$ cat src/rtl/cpu_run_controller.sv
// rtl/cpu_run_controller.sv - step/run/reset sequencer producing the MIPS core clock enable and reset.
// Optional PC breakpoint in free-run mode is built when CPU_BREAKPOINT_EN is defined.
module cpu_run_controller #(
  parameter int RUN_DIV    = 100_000,
  parameter int RST_CYCLES = 4,
  parameter int CNT_W      = 16
) (
  input  logic             basys_clk,
  input  logic             clr_n,
  input  logic             step_pulse,
  input  logic             run_toggle,
  input  logic             reset_pulse,
  input  logic [31:0]      pc,
  input  logic [31:0]      bp_addr,
  input  logic             bp_enable,
  output logic             cpu_ce,
  output logic             cpu_reset,
  output logic             running,
  output logic             halted,
  output logic [CNT_W-1:0] instr_count
);

  localparam int DIV_W = $clog2(RUN_DIV);
  localparam int RST_W = $clog2(RST_CYCLES + 1);
  localparam logic [DIV_W-1:0] DIV_LAST = DIV_W'(RUN_DIV - 1);
  localparam logic [DIV_W-1:0] DIV_ONE  = DIV_W'(1);
  localparam logic [RST_W-1:0] RST_LAST = RST_W'(RST_CYCLES - 1);
  localparam logic [RST_W-1:0] RST_ONE  = RST_W'(1);
  localparam logic [CNT_W-1:0] CNT_ONE  = CNT_W'(1);

  typedef enum logic [2:0] {S_RESET, S_IDLE, S_STEP, S_RUN, S_HALT} state_t;

  state_t           state;
  logic [DIV_W-1:0] div_cnt;
  logic [RST_W-1:0] rst_cnt;
  logic             halted_q;
  logic             skip_bp;
  logic             bp_hit;

`ifdef CPU_BREAKPOINT_EN
  // skip_bp lets the first issue after HALT step over the breakpointed instruction.
  assign bp_hit = bp_enable && (pc[31:2] == bp_addr[31:2]) && !skip_bp;
  assign halted = halted_q;
  logic unused_low_bits;
  assign unused_low_bits = ^{pc[1:0], bp_addr[1:0]};
`else
  assign bp_hit = 1'b0;
  assign halted = 1'b0;
  logic unused_bp;
  assign unused_bp = ^{pc, bp_addr, bp_enable, halted_q, skip_bp};
`endif

  always_ff @(posedge basys_clk) begin
    if (!clr_n || reset_pulse) begin
      state       <= S_RESET;
      rst_cnt     <= '0;
      div_cnt     <= '0;
      instr_count <= '0;
      cpu_reset   <= 1'b1;
      cpu_ce      <= 1'b0;
      running     <= 1'b0;
      halted_q    <= 1'b0;
      skip_bp     <= 1'b0;
    end else begin
      cpu_ce <= 1'b0;
      case (state)
        S_RESET: begin
          if (rst_cnt == RST_LAST) begin
            state     <= S_IDLE;
            cpu_reset <= 1'b0;
          end else begin
            rst_cnt <= rst_cnt + RST_ONE;
          end
        end
        S_IDLE, S_HALT: begin
          if (run_toggle) begin
            state    <= S_RUN;
            running  <= 1'b1;
            halted_q <= 1'b0;
            div_cnt  <= '0;
            skip_bp  <= (state == S_HALT);
          end else if (step_pulse) begin
            state       <= S_STEP;
            halted_q    <= 1'b0;
            cpu_ce      <= 1'b1;
            instr_count <= instr_count + CNT_ONE;
            skip_bp     <= 1'b0;
          end
        end
        S_STEP: state <= S_IDLE;
        S_RUN: begin
          if (run_toggle) begin
            state   <= S_IDLE;
            running <= 1'b0;
            div_cnt <= '0;
          end else if (div_cnt == DIV_LAST) begin
            div_cnt <= '0;
            if (bp_hit) begin
              state    <= S_HALT;
              running  <= 1'b0;
              halted_q <= 1'b1;
            end else begin
              cpu_ce      <= 1'b1;
              instr_count <= instr_count + CNT_ONE;
              skip_bp     <= 1'b0;
            end
          end else begin
            div_cnt <= div_cnt + DIV_ONE;
          end
        end
        default: begin
          state     <= S_RESET;
          rst_cnt   <= '0;
          cpu_reset <= 1'b1;
          running   <= 1'b0;
          halted_q  <= 1'b0;
        end
      endcase
    end
  end

endmodule

$ cat config.mk
export PLATFORM = sky130hd
export DESIGN_NAME = cpu_run_controller
export DESIGN_NICKNAME = d
export VERILOG_FILES = /design/src/rtl/cpu_run_controller.sv
export SDC_FILE = /design/constraint.sdc
export NUM_CORES = 1
export LEC_CHECK = 0
export ABC_AREA = 1
export CORE_MARGIN = 4
export CORE_UTILIZATION = 35
export CTS_CLUSTER_SIZE = 25
export DETAILED_ROUTE_END_ITERATION = 10
export GPL_ROUTABILITY_DRIVEN = 0
export GPL_TIMING_DRIVEN = 0
export PLACE_DENSITY = 0.74
export SYNTH_ARGS = -nofsm -noshare
export SYNTH_HDL_FRONTEND = slang
export SYNTH_SLANG_ARGS = --single-unit
export TNS_END_PERCENT = 5
$ cat constraint.sdc
create_clock -name basys_clk -period 1.6 [get_ports basys_clk]
set_clock_uncertainty 0.05 [all_clocks]
set_input_delay 0.16 -clock basys_clk [delete_from_list [all_inputs] [get_ports basys_clk]]
set_output_delay 0.16 -clock basys_clk [all_outputs]
set_load 0.1 [all_outputs]
==> flow_metrics.py, run 1 <==
metrics = {
    "outcome": {
        "status": "completed",
    },
    "routing": {
        "wl_per_cell_um": 11.2,
        "ant_nets": 0,
        "dr.first_iter.drc_count": 74,
        "vias_per_cell": 4.82,
        "routed_wl_um": 5230,
        "firstDrtPassIters": 4,
        "vias": 2246,
        "drcViolationCount": 0,
    },
    "placed_design": {
        "dpl_cell_area_sq_um": 2620,
        "io_buffers": 23,
        "place_ws_ns": -0.254,
        "hpwl_um": 3780,
    },
    "setup_path": {
        "start_kind": "flop",
        "reg2reg_depth": 11,
        "rrSetupSlack_ns": 0.02,
        "r2r-start": "div_cnt[0]",
        "critPathCaptureType": "flop",
        "critical_path_peak_fanout": 5,
        "cp_data_arrival_time_ns": 1.70,
        "cp-startpoint": "div_cnt[0]",
        "required_ns": 1.72,
        "critical_path_class": "flop to flop",
        "r2r-end": "instr_count[9]",
    },
    "timing": {
        "drv_slew": 0,
        "fin_ws_ns": 0.0214,
        "finalHoldViolCount": 0,
        "period_needed_ns": 1.58,
        "rsz0062_at_grt": "yes",
        "min_period_over_period_pct": 98.7,
        "finalSetupTns_ns": 0,
        "fmax_mhz": 633,
        "setup_viol": 0,
        "tightest_slew_ns": 0.550,
        "relSlewSlack_pct": 63.5,
    },
    "pwr": {
        "ir_drop_v": 0.000383,
        "leakage_nw": 1.06,
        "p_per_area_nw_per_um2": 642,
    },
    "floorplan": {
        "die_area_sq_um": 7830,
        "io_pins": 90,
        "initial_core_util_pct": 35.9,
        "rows": 29,
        "die_x_um": 88.5,
        "die_h_um": 88.5,
        "coreArea_sq_um": 6310,
    },
    "worst_hold_path": {
        "min_to": "cpu_reset",
        "hp-class": "flop to flop",
        "hold_depth": 2,
        "hp-start": "cpu_reset",
    },
    "clocking": {
        "postCtsHoldBufs": 0,
        "cts_made_buffers": 5,
        "htreeDepth": 2,
        "cts_tree": "done",
        "clk_pin_slew_ns": 0.08,
        "clkSinkCount": 41,
        "clk_latency_ns": 0.30,
        "root_buffer": "clkbuf_8",
        "clockBufferDepth": 2,
    },
    "global_route": {
        "overflow": 0,
        "antenna_found_initial": 0,
        "grt_use_total_pct": 14.1,
        "grt_pass1_vias": 2059,
        "grt_pass1_wl_um": 8780,
        "grt_max_degree": 13,
    },
    "yosys": {
        "synth.distinct_cells": 29,
        "synth_top_area_share_pct": 36.2,
        "synth_area_leaders": "dfxtp_1 (36%), nand2_1 (16%), nor2_1 (9.3%), inv_1 (6.0%), nand3_1 (5.7%)",
        "synth-seq-cells": 41,
        "syn_avg_cell_area_sq_um": 6.42,
        "syn_area_sq_um": 2270,
        "yosysWarnings": 0,
        "synth_top_area_cell": "dfxtp_1",
        "syn_nets": 427,
        "syn-instance-count": 353,
        "yosysSeqAreaShare_pct": 36.2,
    },
    "finish": {
        "nets": 462,
        "fin_util_pct": 45.6,
        "layout-drive-gt1-share_pct": 21.3,
        "synthToLayoutAreaGrowth_pct": 26.9,
        "diodes": 0,
        "design_area_sq_um": 2880,
    },
    "flow_run": {
        "maxCapViolations": 0,
    },
}
==> timing repair <==
action,CTS,global route
gates resized for setup,63,26
setup endpoints to repair,41,36
hold endpoints to repair,0,0
cloned,0,2
setup buffers,0,3
pin swaps,0,3
==> worst max-delay path by stage <==
stage / endpoint / slack [ns] / cells after the start
finish: instr_count[9] / 0.02 / 11
global route: instr_count[12] / -0.09 / 10
CTS: instr_count[12] / -0.02 / 11
global placement: cpu_ce / -0.26 / 5
floorplan: instr_count[14] / -0.12 / 7
detailed placement: cpu_ce / -0.25 / 5
==> cell usage after synthesis <==
library cell,instances
nand4_1,9
nand2_1,97
nor2_4,1
conb_1,1
nor2_1,56
buf_4,4
a21oi_1,22
inv_2,4
nor4_1,1
o21bai_1,2
nor3_1,9
o22ai_1,2
clkbuf_2,1
nor2_2,1
xor2_1,8
nand3_1,26
o21ai_0,10
nand2_2,2
or2_2,1
clkbuf_1,4
buf_2,2
o21ai_2,1
a21oi_2,1
a211oi_1,1
inv_1,36
xnor2_1,5
ha_1,4
dfxtp_1,41
or2_1,1
==> layout make-up <==
class / count / area [sq um]
fillers: 667 / 3440
multi-input cells: 262 / 1290
flip-flops and latches: 41 / 853
repair buffers: 27 / 302
inverters: 40 / 150
clock buffers: 7 / 96.3
well taps: 77 / 96.3
plain buffers: 11 / 80.1
clock inverters: 1 / 5.00
==> state kept, by name, summed over array words and instances, names as in the netlist <==
register	flops
instr_count	16
div_cnt	17
cpu_ce	1
rst_cnt	3
cpu_reset	1
running	1
state	2
==> worst max-delay path: stages (launching register included) <==
cell and delay [ns]:
dfxtp_4 0.36, ha_4 0.14, nand2_4 0.06, inv_2 0.06
nand2_1 0.05, nor2_1 0.09, nand2_1 0.11, nand2_2 0.15
nand2_4 0.11, clkbuf_16 0.17, nand2_1 0.05, a21oi_1 0.05
==> kinds of logic (layout without fill, tap and decap cells) <==
kind of cell | after synthesis | count (layout) | synth area share, %
and+or+nand+nor | 204 | 205 | 37.7
buffers and inverters | 51 | 86 | 9.28
DFF | 41 | 41 | 36.2
AOI/OAI and AO/OA | 39 | 39 | 9.39
xor gates and xnor gates | 13 | 13 | 5.02
adders and majority gates | 4 | 4 | 2.21
other | 1 | 1 | 0.165
==> power breakdown <==
group / internal (mW) / switching [mW]
clock: 0.390 / 0.369
sequential: 1.02 / 0.00215
combinational: 0.0236 / 0.0441
==> cell usage in the layout (no fill, tap or decap), types with 2 or more instances in the layout <==
cell type / n
a21oi_1: 22
buf_2: 2
buf_4: 5
buf_6: 2
clkbuf_1: 2
clkbuf_2: 2
clkbuf_8: 7
clkdlybuf4s15_2: 19
clkdlybuf4s50_1: 4
dfxtp_1: 21
dfxtp_2: 17
dfxtp_4: 3
ha_1: 3
inv_1: 35
inv_2: 5
nand2_1: 94
nand2_2: 4
nand2_4: 2
nand3_1: 26
nand4_1: 9
nor2_1: 51
nor2_2: 5
nor2_4: 2
nor3_1: 8
o21ai_0: 10
o21bai_1: 2
o22ai_1: 2
xnor2_1: 5
xor2_1: 8
==> stage by stage <==
stage | std cells | power [mW] | hold slack [ns]
after floorplan | 353 | 1.09 | 0.293
after global placement | 453 | 1.11 | 0.388
after detailed placement | 453 | 1.11 | 0.390
after CTS | 461 | 1.86 | 0.406
after global routing | 466 | 1.92 | 0.427
final | 466 | 1.85 | 0.400
==> routing by layer <==
| layer | vias to the layer above | track usage [%] | wire [um] |
|---|---|---|---|
| met1 | 992 | 17.0 | 2410 |
| met2 | 48 | 24.7 | 2450 |
| met3 | 11 | 4.10 | 286 |
| li1 | 1195 | - | - |
| met5 | - | 0 | 0 |
| met4 | 0 | 3.57 | 80 |
No activity file was read; power rests on OpenSTA's default activity.
==> run 2, diff against run 1 <==
--- a/config.mk
+++ b/config.mk
@@ -12,7 +12,7 @@
 export DETAILED_ROUTE_END_ITERATION = 10
 export GPL_ROUTABILITY_DRIVEN = 0
 export GPL_TIMING_DRIVEN = 0
-export PLACE_DENSITY = 0.74
+export PLACE_DENSITY = 0.72
 export SYNTH_ARGS = -nofsm -noshare
 export SYNTH_HDL_FRONTEND = slang
 export SYNTH_SLANG_ARGS = --single-unit
==> constraint.sdc (replaced) <==
create_clock -name basys_clk -period 1.8 [get_ports basys_clk]
set_clock_uncertainty 0.05 [all_clocks]
set_input_delay 0.18 -clock basys_clk [delete_from_list [all_inputs] [get_ports basys_clk]]
set_output_delay 0.18 -clock basys_clk [all_outputs]
set_load 0.1 [all_outputs]
==> run 2 against run 1 <==
  * Sequential share of layout area is 1.5 points higher
  * Sequential power is 11% lower
  * Core utilization is 2.9 points lower
  * Sequential cell count stayed put
  * Combinational power is 14% lower
  * Non-clock buffer count is 4 lower
  * Critical path depth is 10 lower
  * Global-route usage is 0.060 points higher
  * Critical endpoint is now instr_count[4]
  * Largest power group unchanged
  * Highest routed layer unchanged
==> flow_metrics.py, run 2 (synthesis results as in run 1) <==
metrics = {
    "timing": {
        "setup_viol": 0,
        "hold_slack_ns": 0.399,
        "fmax_mhz": 569,
        "period_needed_ns": 1.76,
        "finalHoldViolCount": 0,
        "drv_slew": 0,
        "min_period_over_period_pct": 97.6,
        "relSlewSlack_pct": 36.4,
        "tightest_slew_ns": 0.958,
    },
    "global_route": {
        "grt_pass1_wl_um": 8920,
        "grt_use_total_pct": 14.2,
        "grt_pass1_vias": 2179,
        "grt_max_degree": 13,
        "antenna_found_initial": 0,
        "overflow": 0,
    },
    "finish": {
        "instances_no_fill": 461,
        "layout_commonest_cell": "nand2_1",
        "layout-drive-gt1-share_pct": 12.2,
        "regMostFlops": "div_cnt",
        "synthToLayoutAreaGrowth_pct": 18.9,
        "fillers": 683,
        "largest_reg_flops": 17,
        "final_cell_mix": "nand2_1 (96), nor2_1 (56), inv_1 (36)",
        "top_regs": "div_cnt: 17 flops, instr_count: 16 flops, rst_cnt: 3 flops",
        "diodes": 0,
        "nets": 457,
    },
    "setup_path": {
        "critPathTopFamily": "buffers and inverters",
        "path_cells": "dlygate4sd2_1",
        "crit_slowest_cell": "dlygate4sd2_1",
        "path_buf_inv": 1,
        "cp_slowest_stage_delay_ns": 0.86,
        "start_kind": "flop",
        "critPathCaptureType": "output port",
        "cp_data_arrival_time_ns": 1.53,
        "required_ns": 1.57,
        "critical_path_peak_fanout": 5,
        "critical_path_class": "flop to output port",
    },
    "pwr": {
        "p_comb_share_pct": 3.7,
        "p_int_mw": 1.20,
        "switching_share_pct": 23.4,
        "leakage_nw": 1.02,
        "ir_drop_v": 0.000348,
        "p_switching_mw": 0.367,
        "power_frac_clock_pct": 38.0,
        "seq_power_share_pct": 58.2,
        "p_per_area_nw_per_um2": 580,
    },
    "placed_design": {
        "dp_cells": 453,
        "io_buffers": 23,
        "hpwl_um": 3820,
    },
    "outcome": {
        "status": "completed",
    },
    "routing": {
        "wl_per_cell_um": 11.1,
        "dr.first_iter.drc_count": 67,
        "vias": 2218,
        "drcViolationCount": 0,
        "routed_wl_um": 5100,
        "firstDrtPassIters": 4,
        "ant_nets": 0,
        "vias_per_cell": 4.81,
    },
    "clocking": {
        "clk_latency_ns": 0.30,
        "clockBufferDepth": 2,
        "cts_tree": "done",
        "cts_made_buffers": 5,
        "clkSinkCount": 41,
        "htreeDepth": 2,
        "postCtsHoldBufs": 0,
        "clk_pin_slew_ns": 0.08,
        "root_buffer": "clkbuf_8",
    },
    "floorplan": {
        "io_pins": 90,
        "coreArea_sq_um": 6310,
        "die_x_um": 88.5,
        "die_h_um": 88.5,
        "rows": 29,
        "initial_core_util_pct": 35.9,
        "die_area_sq_um": 7830,
    },
    "worst_hold_path": {
        "hp-class": "flop to flop",
    },
    "flow_run": {
        "maxCapViolations": 0,
    },
}
## run 2: cell count changes in the layout (fill, tap and decap cells not counted), moves of 3 or more
| cell | change |
|---|---|
| clkdlybuf4s15_2 | -18 |
| clkdlybuf4s15_1 | +10 |
| dlygate4sd2_1 | +5 |
| nor2_1 | +5 |
| dfxtp_1 | +4 |
| nor2_2 | -4 |
| clkbuf_1 | +3 |
| dfxtp_4 | -3 |
## run 2: cell type report
type	count	area (sq um)	area share, %
plain buffers	11	70.1	2.60
clock buffers	6	72.6	2.69
clock inverters	2	10.0	0.371
inverters	40	150	5.57
multi-input cells	261	1240	46.2
flip-flops and latches	41	841	31.2
well taps	77	96.3	3.57
repair buffers	23	210	7.80
## run 2: per-stage QoR
| step | power [mW] | setup slack [ns] | instance area (sq um) | setup TNS (ns) | util [%] |
|---|---|---|---|---|---|
| finish | 1.56 | 0.0427 | 2700 | 0 | 42.7 |
| global route | 1.63 | -0.00358 | 2700 | -0.00358 | 42.7 |
| CTS | 1.59 | 0.00718 | 2670 | 0 | 42.4 |
| detailed placement | 0.991 | -0.0771 | 2610 | -0.694 | 41.3 |
| global placement | 0.989 | -0.0415 | 2610 | -0.370 | 41.3 |
| floorplan | 0.970 | 0.0406 | 2280 | 0 | - |
## run 2: worst paths after layout
check / start / to / slack [ns] / cells past startpoint
setup / recovery: instr_count[4] / instr_count[4] / 0.04 / 1
hold / removal: cpu_reset / cpu_reset / 0.40 / 2
setup reg to reg: div_cnt[0] / div_cnt[15] / 0.18 / 11
hold reg to reg: cpu_reset / cpu_reset / 0.40 / 2
## run 2: per-layer routing
metal  track usage (%)  wire, um
met1              16.8      2380
met3              3.35       274
met4              5.91        44
met2              24.6      2390
met5                 0         0
## run 2: what timing repair did
item / CTS / global route
pin swaps: 0 / 3
buffers inserted: 0 / 0
resized for setup: 23 / 23
setup endpoints to repair: 19 / 38
hold endpoints to repair: 0 / 0
## run 2: power by group through the flow
stage               registers, mW  clock network (mW)  logic, mW
CTS                         0.911               0.616     0.0584
finish                      0.911               0.595     0.0582
floorplan                   0.933                   0     0.0368
global route                0.911               0.654     0.0638
global placement            0.932                   0     0.0573
detailed placement          0.932                   0     0.0583
